<file path="config.mk">
export PLATFORM = sky130hd
export DESIGN_NAME = uart_rx_stdin
export DESIGN_NICKNAME = d
export VERILOG_FILES = /design/src/rtl/verifuck_pkg.sv /design/src/rtl/stdin_fifo.sv /design/src/rtl/uart_rx_stdin.sv
export SDC_FILE = /design/constraint.sdc
export NUM_CORES = 1
export LEC_CHECK = 0
export CAP_MARGIN = 20
export CORE_UTILIZATION = 40
export CTS_CLUSTER_DIAMETER = 120
export DETAILED_ROUTE_END_ITERATION = 8
export SYNTH_ARGS = -nofsm -noshare
export SYNTH_HDL_FRONTEND = slang
export SYNTH_SLANG_ARGS = --single-unit
</file>
<file path="constraint.sdc">
create_clock -name clk -period 3.8 [get_ports clk]
set_input_delay 0.38 -clock clk [delete_from_list [all_inputs] [get_ports clk]]
set_output_delay 0.38 -clock clk [all_outputs]
set_load 0.02 [all_outputs]
</file>
<file path="src/rtl/verifuck_pkg.sv">
// Shared types for the verifuck stdin path: receiver FSM states and byte width.
package verifuck_pkg;
  localparam int BYTE_W = 8;

  typedef enum logic [2:0] {
    IDLE, START, DATA, PARITY, STOP, BREAK
  } rx_state_e;
endpackage

</file>
<file path="src/rtl/stdin_fifo.sv">
// First-word-fall-through byte FIFO; dout always shows the head entry.
module stdin_fifo
  import verifuck_pkg::*;
#(
  parameter int DEPTH = 4
) (
  input  logic              clk,
  input  logic              rst_n,
  input  logic              push,
  input  logic [BYTE_W-1:0] din,
  input  logic              pop,
  output logic [BYTE_W-1:0] dout,
  output logic              empty,
  output logic              full
);
  localparam int AW = $clog2(DEPTH);

  logic [BYTE_W-1:0] mem_q [DEPTH];
  logic [AW-1:0]     wr_q, rd_q;
  logic [AW:0]       cnt_q;

  always_ff @(posedge clk or negedge rst_n) begin
    if (!rst_n) begin
      for (int i = 0; i < DEPTH; i++) mem_q[i] <= '0;
      wr_q  <= '0;
      rd_q  <= '0;
      cnt_q <= '0;
    end else begin
      if (push) begin
        mem_q[wr_q] <= din;
        wr_q        <= wr_q + 1'b1;
      end
      if (pop) rd_q <= rd_q + 1'b1;
      cnt_q <= cnt_q + {{AW{1'b0}}, push} - {{AW{1'b0}}, pop};
    end
  end

  assign dout  = mem_q[rd_q];
  assign empty = (cnt_q == '0);
  assign full  = (cnt_q == (AW+1)'(DEPTH));
endmodule

</file>
<file path="src/rtl/uart_rx_stdin.sv">
// UART receiver feeding the core's stdin through a small FWFT FIFO.
// Define UART_RX_PARITY_EN for 8E1 framing with a sticky parity_err output.
module uart_rx_stdin
  import verifuck_pkg::*;
#(
  parameter int UART_RX_BAUD = 4,
  parameter int FIFO_DEPTH   = 4
) (
  input  logic              clk,
  input  logic              rst_n,
  input  logic              uart_rx_pin,
  output logic [BYTE_W-1:0] stdin,
  output logic              stdin_valid,
  input  logic              stdin_ready,
  input  logic              clear_err,
  output logic              overrun,
  output logic              frame_err
`ifdef UART_RX_PARITY_EN
  ,
  output logic              parity_err
`endif
);
  localparam int HALF = UART_RX_BAUD / 2;
  localparam int CW   = $clog2(UART_RX_BAUD);

  logic [1:0]        sync_q;
  logic              rx_s;
  rx_state_e         state_q;
  logic [CW-1:0]     cnt_q;
  logic [2:0]        idx_q;
  logic [BYTE_W-1:0] shreg_q;
  logic              push_q, overrun_q, frame_q;
  logic              cnt_last, fifo_push, fifo_pop, fifo_empty, fifo_full;
  logic              ovr_set, frame_set, push_ok;

  assign rx_s      = sync_q[1];
  assign cnt_last  = (cnt_q == CW'(UART_RX_BAUD - 1));
  assign fifo_pop  = !fifo_empty && stdin_ready;
  // A pop in the push cycle frees a slot, so a full FIFO still accepts the byte.
  assign fifo_push = push_q && (!fifo_full || fifo_pop);
  assign ovr_set   = push_q && fifo_full && !fifo_pop;
  assign frame_set = (state_q == STOP) && cnt_last && !rx_s;

`ifdef UART_RX_PARITY_EN
  logic par_bad_q, parity_q, par_set;
  assign par_set    = (state_q == PARITY) && cnt_last && (rx_s != ^shreg_q);
  assign push_ok    = !par_bad_q;
  assign parity_err = parity_q;
`else
  assign push_ok    = 1'b1;
`endif

  always_ff @(posedge clk or negedge rst_n) begin
    if (!rst_n) begin
      sync_q    <= 2'b11;
      state_q   <= IDLE;
      cnt_q     <= '0;
      idx_q     <= '0;
      shreg_q   <= '0;
      push_q    <= 1'b0;
      overrun_q <= 1'b0;
      frame_q   <= 1'b0;
`ifdef UART_RX_PARITY_EN
      par_bad_q <= 1'b0;
      parity_q  <= 1'b0;
`endif
    end else begin
      sync_q    <= {sync_q[0], uart_rx_pin};
      push_q    <= 1'b0;
      overrun_q <= ovr_set | (overrun_q & ~clear_err);
      frame_q   <= frame_set | (frame_q & ~clear_err);
`ifdef UART_RX_PARITY_EN
      parity_q  <= par_set | (parity_q & ~clear_err);
`endif
      case (state_q)
        IDLE: if (!rx_s) begin
          state_q <= START;
          cnt_q   <= '0;
        end
        START: if (cnt_q == CW'(HALF - 1)) begin
          state_q <= rx_s ? IDLE : DATA;
          cnt_q   <= '0;
          idx_q   <= '0;
`ifdef UART_RX_PARITY_EN
          par_bad_q <= 1'b0;
`endif
        end else cnt_q <= cnt_q + 1'b1;
        DATA: if (cnt_last) begin
          shreg_q[idx_q] <= rx_s;
          cnt_q          <= '0;
          idx_q          <= idx_q + 1'b1;
`ifdef UART_RX_PARITY_EN
          if (idx_q == 3'd7) state_q <= PARITY;
`else
          if (idx_q == 3'd7) state_q <= STOP;
`endif
        end else cnt_q <= cnt_q + 1'b1;
`ifdef UART_RX_PARITY_EN
        PARITY: if (cnt_last) begin
          par_bad_q <= par_set;
          cnt_q     <= '0;
          state_q   <= STOP;
        end else cnt_q <= cnt_q + 1'b1;
`endif
        STOP: if (cnt_last) begin
          cnt_q <= '0;
          if (rx_s) begin
            push_q  <= push_ok;
            state_q <= IDLE;
          end else state_q <= BREAK;
        end else cnt_q <= cnt_q + 1'b1;
        // A held-low line must return high before a new start bit counts.
        BREAK: if (rx_s) state_q <= IDLE;
        default: state_q <= IDLE;
      endcase
    end
  end

  stdin_fifo #(.DEPTH(FIFO_DEPTH)) u_fifo (
    .clk   (clk),
    .rst_n (rst_n),
    .push  (fifo_push),
    .din   (shreg_q),
    .pop   (fifo_pop),
    .dout  (stdin),
    .empty (fifo_empty),
    .full  (fifo_full)
  );

  assign stdin_valid = !fifo_empty;
  assign overrun     = overrun_q;
  assign frame_err   = frame_q;
endmodule

</file>
# Word level (Yosys, flattened, before mapping)
# Cells that the tools add are included.
[word_totals]
wordCells = 97
out_inout_bits = 11
regBits = 60
inputBits = 5
[op_classes]
eq_ne = 14
reduce_logical = 22
muxes = 28
addsub = 6
bitwise_logic = 7
magnitude_cmp = 5
[ops]
columns = ["cell", "count"]
rows = [
  ["$bwmux W32", 1],
  ["$mux W3", 9],
  ["$mux W8", 3],
  ["$bmux W8 S2", 1],
  ["$demux W8 S2", 1],
  ["$pmux W3 S5", 1],
  ["$eq A3 B3 Y1 const B", 4],
  ["$ne A2 B2 Y1 const B", 6],
  ["$bwmux W8", 1],
  ["$logic_and A1 B1 Y1", 8],
  ["$mux W2", 4],
  ["$add A2 B1 Y2 const B", 3],
  ["$ge A3 B3 Y1 const B", 2],
  ["$logic_not A3 Y1", 2],
  ["$not A2 Y3", 2],
  ["$pmux W2 S3", 1],
  ["$pmux W3 S2", 1],
  ["$reduce_and A6 Y1", 1],
  ["$logic_not A1 Y1", 4],
  ["$lt A3 B4 Y1 const B", 1],
  ["$mux W1", 4],
  ["$reduce_and A2 Y1", 2],
  ["$add A3 B1 Y3", 1],
  ["$add A3 B1 Y3 const B", 1],
  ["16 further kinds", 18],
]

# Longest topological paths before layout
[depth]
depth_word = 7
mapped_depth = 7
mapped_depth_nobuf = 7

# Cells and area by module
# A second synthesis with hierarchy kept.
[hier_totals]
cells_unflattened = 211
hier_area_um2 = 2880.3
[by_module_without_submodules]
columns = ["mod", "cells_each", "instances", "area_per_inst_um2", "seq_area_each_um2"]
rows = [
  ["stdin_fifo", 109, 1, 1751.7, 975.9],
  ["uart_rx_stdin", 102, 1, 1128.6, 528.0],
]

# Worst setup path before layout
# No wires, ideal clock.
[synth_path]
path_kind = "register to register"
startpoint = "register u_fifo.cnt_q[1]"
endpoint = "register u_fifo.cnt_q[2]"
stages_incl_launch_ff = 8
arrival_time_ps = 1997
slack_ps = 1723
cell_sequence = "dfrtp_1 > or4b_4 > nand2_1 > inv_1 > ha_1 > fa_1 > xnor2_1 > xnor2_1"
[synth_between]
elab_chain_cells = 7
elab_cells_between_ends = 9
[synth_rtl]
columns = ["item", "line_no", "rtl"]
rows = [
  ["start: declaration", "stdin_fifo.sv:20", "logic [AW:0] cnt_q;"],
  ["start signal: assignment", "stdin_fifo.sv:34", "cnt_q <= cnt_q + {{AW{1'b0}}, push} - {{AW{1'b0}}, pop};"],
  ["$logic_not A3 Y1", "stdin_fifo.sv:39", "assign empty = (cnt_q == '0);"],
  ["$logic_not A1 Y1", "uart_rx_stdin.sv:38", "assign fifo_pop = !fifo_empty && stdin_ready;"],
  ["$logic_and A1 B1 Y1", "uart_rx_stdin.sv:38", ""],
  ["$logic_or A1 B1 Y1 *", "uart_rx_stdin.sv:40", "assign fifo_push = push_q && (!fifo_full || fifo_pop);"],
  ["$logic_and A1 B1 Y1 *", "uart_rx_stdin.sv:40", ""],
  ["net fifo_push", "uart_rx_stdin.sv:33", "logic cnt_last, fifo_push, fifo_pop, fifo_empty, fifo_full;"],
  ["$add A3 B1 Y3 *", "stdin_fifo.sv:34", ""],
  ["$sub A3 B1 Y3 *", "stdin_fifo.sv:34", ""],
]
# Mark *: on every way through the listed nets, which the timed path passes. The rest lies on a longest branch.
# A chain may end at the register's enable or synchronous reset.

# Worst setup path in the final report
[layout_path]
startpoint = "register u_fifo.rd_q[0]"
endpoint = "output port stdin[7]"
[layout_between]
elab_chain_cells = 4
[layout_rtl]
columns = ["item", "line_no", "rtl"]
rows = [
  ["start: declaration", "stdin_fifo.sv:19", "logic [AW-1:0] wr_q, rd_q;"],
  ["start signal: assignment", "stdin_fifo.sv:33", "if (pop) rd_q <= rd_q + 1'b1;"],
  ["$not A2 Y3 (not written as such)", "stdin_fifo.sv:38", "assign dout = mem_q[rd_q];"],
  ["$bmux W8 S2", "stdin_fifo.sv:38", ""],
  ["$mux W8 (not written as such) (2 in a row)", "stdin_fifo.sv:38", ""],
  ["end: declaration", "uart_rx_stdin.sv:12", "output logic [BYTE_W-1:0] stdin,"],
]
# Every way passes these cells. The select of a mux whose other input is x is not followed.

==> metrics.md <==
| Metric | Value |
|---|---|
| Synth Register Bits | `60` |
| Largest family of logic cells by synthesized area | `multiplexers` |
| Hold buffers post-CTS | `0` |
| DRT Wirelength | `5.021 mm` |
| Remaining antenna violation count | `0` |
| Fillers | `about 660` |
| Compound-Gate Fraction of Synth Area | `0.04958` |
| Syn Inst Count | `between 200 and 250` |
| Routed length per placed instance | `about 15 um` |
| First-pass GRT wire length | `a little under 9 mm` |
| Hold WC Path Type | `primary input to async pin` |
| Design area | `3398 um2` |
| Layout cells sized above 1 | `0.3348` |
| Worst r2r dst | `u_fifo.cnt_q[2]` |
| Dpl cell area | `~3200 um2` |
| Clock Latency Late Sink | `0.34 ns` |
| Io pins | `16` |
| Die area | `approximately 7900 um2` |
| Area leader, netlist | `dfrtp_1` |
| Maxcap violations | `0` |
| CP startpoint | `u_fifo.rd_q[0]` |
| R2R Path Start | `u_fifo.cnt_q[1]` |
| Hold Fails Final Rpt | `0` |
| Layout Nets | `242` |
| Flop-to-flop setup slack | `1.62 ns` |
| VDD IR max | `just under 0.0005 V` |
| Initial antenna violation count | `0` |
| Finished Layout Cells | `~330` |
| Via count | `~1.7k` |
| Largest net degree at the start of global routing | `39` |
| CTS Sinks | `60` |
| Via density | `5.106` |
| Unique masters post-synth | `between 40 and 50` |
| Worst slew margin | `0.4400` |
| Port Buffers | `15` |
| Mapped Area | `around 3000 um2` |
| Root buffer cell | `clkbuf_8` |
| Gr usage total | `0.1533` |
| Setup_tns | `0 ns` |
| Setup CP Type | `flip-flop to output pin` |
| Die Ht | `between 80 and 90 um` |
| # diodes | `0` |
| Status | `finished, final reports clean` |
| Simple-gate portion of the synthesized area | `0.08208` |
| Top_reg_cell synth | `dfrtp_1` |
| Initial core utilization | `0.4140` |
| RSZ-0062 raised after global routing | `false` |
| Sequential area share after synthesis | `0.5008` |
| CTS H-tree depth | `3` |
| Clock Tree Buf Depth | `2` |
| Tmin final | `approximately 2.6 ns` |
| XOR/XNOR share of the synthesized area | `0.01458` |
| Worst-path clk slew | `around 0.080 ns` |
| WP data arrival | `2.21 ns` |
| Multiplexer area fraction after synthesis | `0.2538` |
| CTS tree | `built` |
| Asr flop ratio synth | `1.000` |
| Post-synth top area share | `0.4833` |
| Drt pass-1 iters | `4` |
| Final setup viols | `0` |
| Worst-Margin Slew | `roughly 0.84 ns` |
| Post-Synth Adder-Cell Area | `0.05250` |
| Area Growth Syn to Fin | `13.17%` |
| Num CTS Buffers | `9` |
| Top post-synthesis cells by area | `dfrtp_1, mux2_4, mux4_2` |
| Row cnt | `31` |
| Synthesized area per cell | `around 14 um2` |
| Critical path data required time | `around 3.4 ns` |
| Crit path capture | `stdin[7]` |
| YS warnings | `0` |
| Initial DRC Count | `65` |
| Max-slew violations | `0` |
| Placed instance count | `~310` |
| CTS resizes | `0` |
| Final period util | `0.6811` |
| Critical Path Source Type | `flip-flop` |
| Post-synth EDFFs | `0` |
| Core ar. | `~7300 um2` |
| Total power | `between 1500 and 2000 uW` |
| Layout Skew | `approximately 0.011 ns` |
| Post-synth top cells | `dfrtp_1, mux2_4, inv_1` |
| Max Clock Freq | `about 390 MHz` |
| LEAKAGE | `0.001538 uW` |
| Worst reg2reg path depth | `7` |
| GRT overflow | `0` |
| Net Count, Synth | `roughly 230` |
| Most frequent cell after synthesis | `dfrtp_1` |
| Gpl congestion | `0.7699` |
| Setup bufs post-CTS | `0` |
| Pwr/cell area | `approximately 490 nW/um2` |
| Die W | `around 89 um` |
| HPWL Detailed | `~3.3 mm` |
| Number of global-route vias before repair | `1714` |
| Endpoint type of the worst setup path | `output pin` |
| CP max FO | `10` |
| Drt drc | `0` |
-- worst min-delay path by stage --
stage               slack (ns)  cells past startpoint                to      start
global route              0.20                      1  u_fifo.mem_q[25]      rst_n
detailed placement        0.35                      0         sync_q[1]  sync_q[0]
finish                    0.13                      1  u_fifo.mem_q[27]      rst_n
CTS                       0.16                      1   u_fifo.mem_q[3]      rst_n
global placement          0.35                      0         sync_q[1]  sync_q[0]
floorplan                 0.08                      0          cnt_q[0]      rst_n
-- registers in the layout, summed over array words and instances, names as in the netlist, 2 cells and up --
signal	count
shreg_q	8
idx_q	3
u_fifo.mem_q	32
sync_q	2
u_fifo.rd_q	2
u_fifo.cnt_q	3
u_fifo.wr_q	2
cnt_q	2
state_q	3
-- critical path, stage by stage, from the launching register on --
cell	delay (ns)
dfrtp_1	0.73
mux4_2	0.59
clkdlybuf4s50_1	0.55
-- layout by cell type (no fill, tap or decap), types with 2 or more instances in the layout --
master,netlist,layout
dfrtp_1,58,58
mux2_4,32,32
inv_1,14,14
clkdlybuf4s50_1,0,14
ha_1,11,11
clkbuf_8,0,10
mux2_2,9,9
mux4_2,8,8
nor2_1,6,6
nand2_1,4,4
xnor2_1,4,4
o21ai_0,4,4
and3_4,4,4
nor4b_1,4,4
o22ai_1,3,3
a22o_1,3,3
nand3_1,3,3
nor3_1,3,3
a31oi_1,2,2
o21a_1,2,2
nand4b_1,2,2
and2_1,2,2
clkinvlp_4,0,2
clkinv_2,0,2
dfstp_2,2,2
-- final cells by class --
cell class,instances,area (um2),share of cell area
Timing Repair Buffer,17,157.7,0.04639
Clock inverter,6,63.81,0.01878
Tap cell,99,123.9,0.03645
Multi-Input combinational cell,123,1359,0.3999
Clock buffer,10,137.6,0.04050
Inverter,14,52.55,0.01546
Sequential cell,60,1504,0.4426
-- per-layer routing --
layer,wire (um),GRT usage
met1,2572,0.2063
met2,2186,0.2245
met3,191,0.06343
met4,70,0.04985
met5,0,0
-- where the power goes --
| group | internal [uW] | switching (uW) | leakage (uW) |
|---|---|---|---|
| clock network | 319 | 258 | 0.0000983 |
| logic | 157 | 124 | 0.000625 |
| registers | 694 | 129 | 0.000815 |
-- logic make-up (layout without fill, tap and decap cells) --
group                      after synthesis  count (layout)
AOI/OAI and AO/OA                       21              21
xor gates and xnor gates                 5               5
adders and majority gates               12              12
buffers and inverters                   29              47
DFF                                     60              60
muxes                                   49              49
and+or+nand+nor                         36              36
-- per-stage QoR --
step | utilization | setup slack [ns] | hold WS [ns]
after floorplan | - | 1.723 | 0.08441
after CTS | 0.4678 | 1.156 | 0.1617
final | 0.4685 | 1.212 | 0.1297
after global routing | 0.4685 | 1.080 | 0.2026
after global placement | 0.4401 | 1.295 | 0.3465
after detailed placement | 0.4401 | 1.261 | 0.3473
Note: power is estimated with default switching activity, not from simulation.
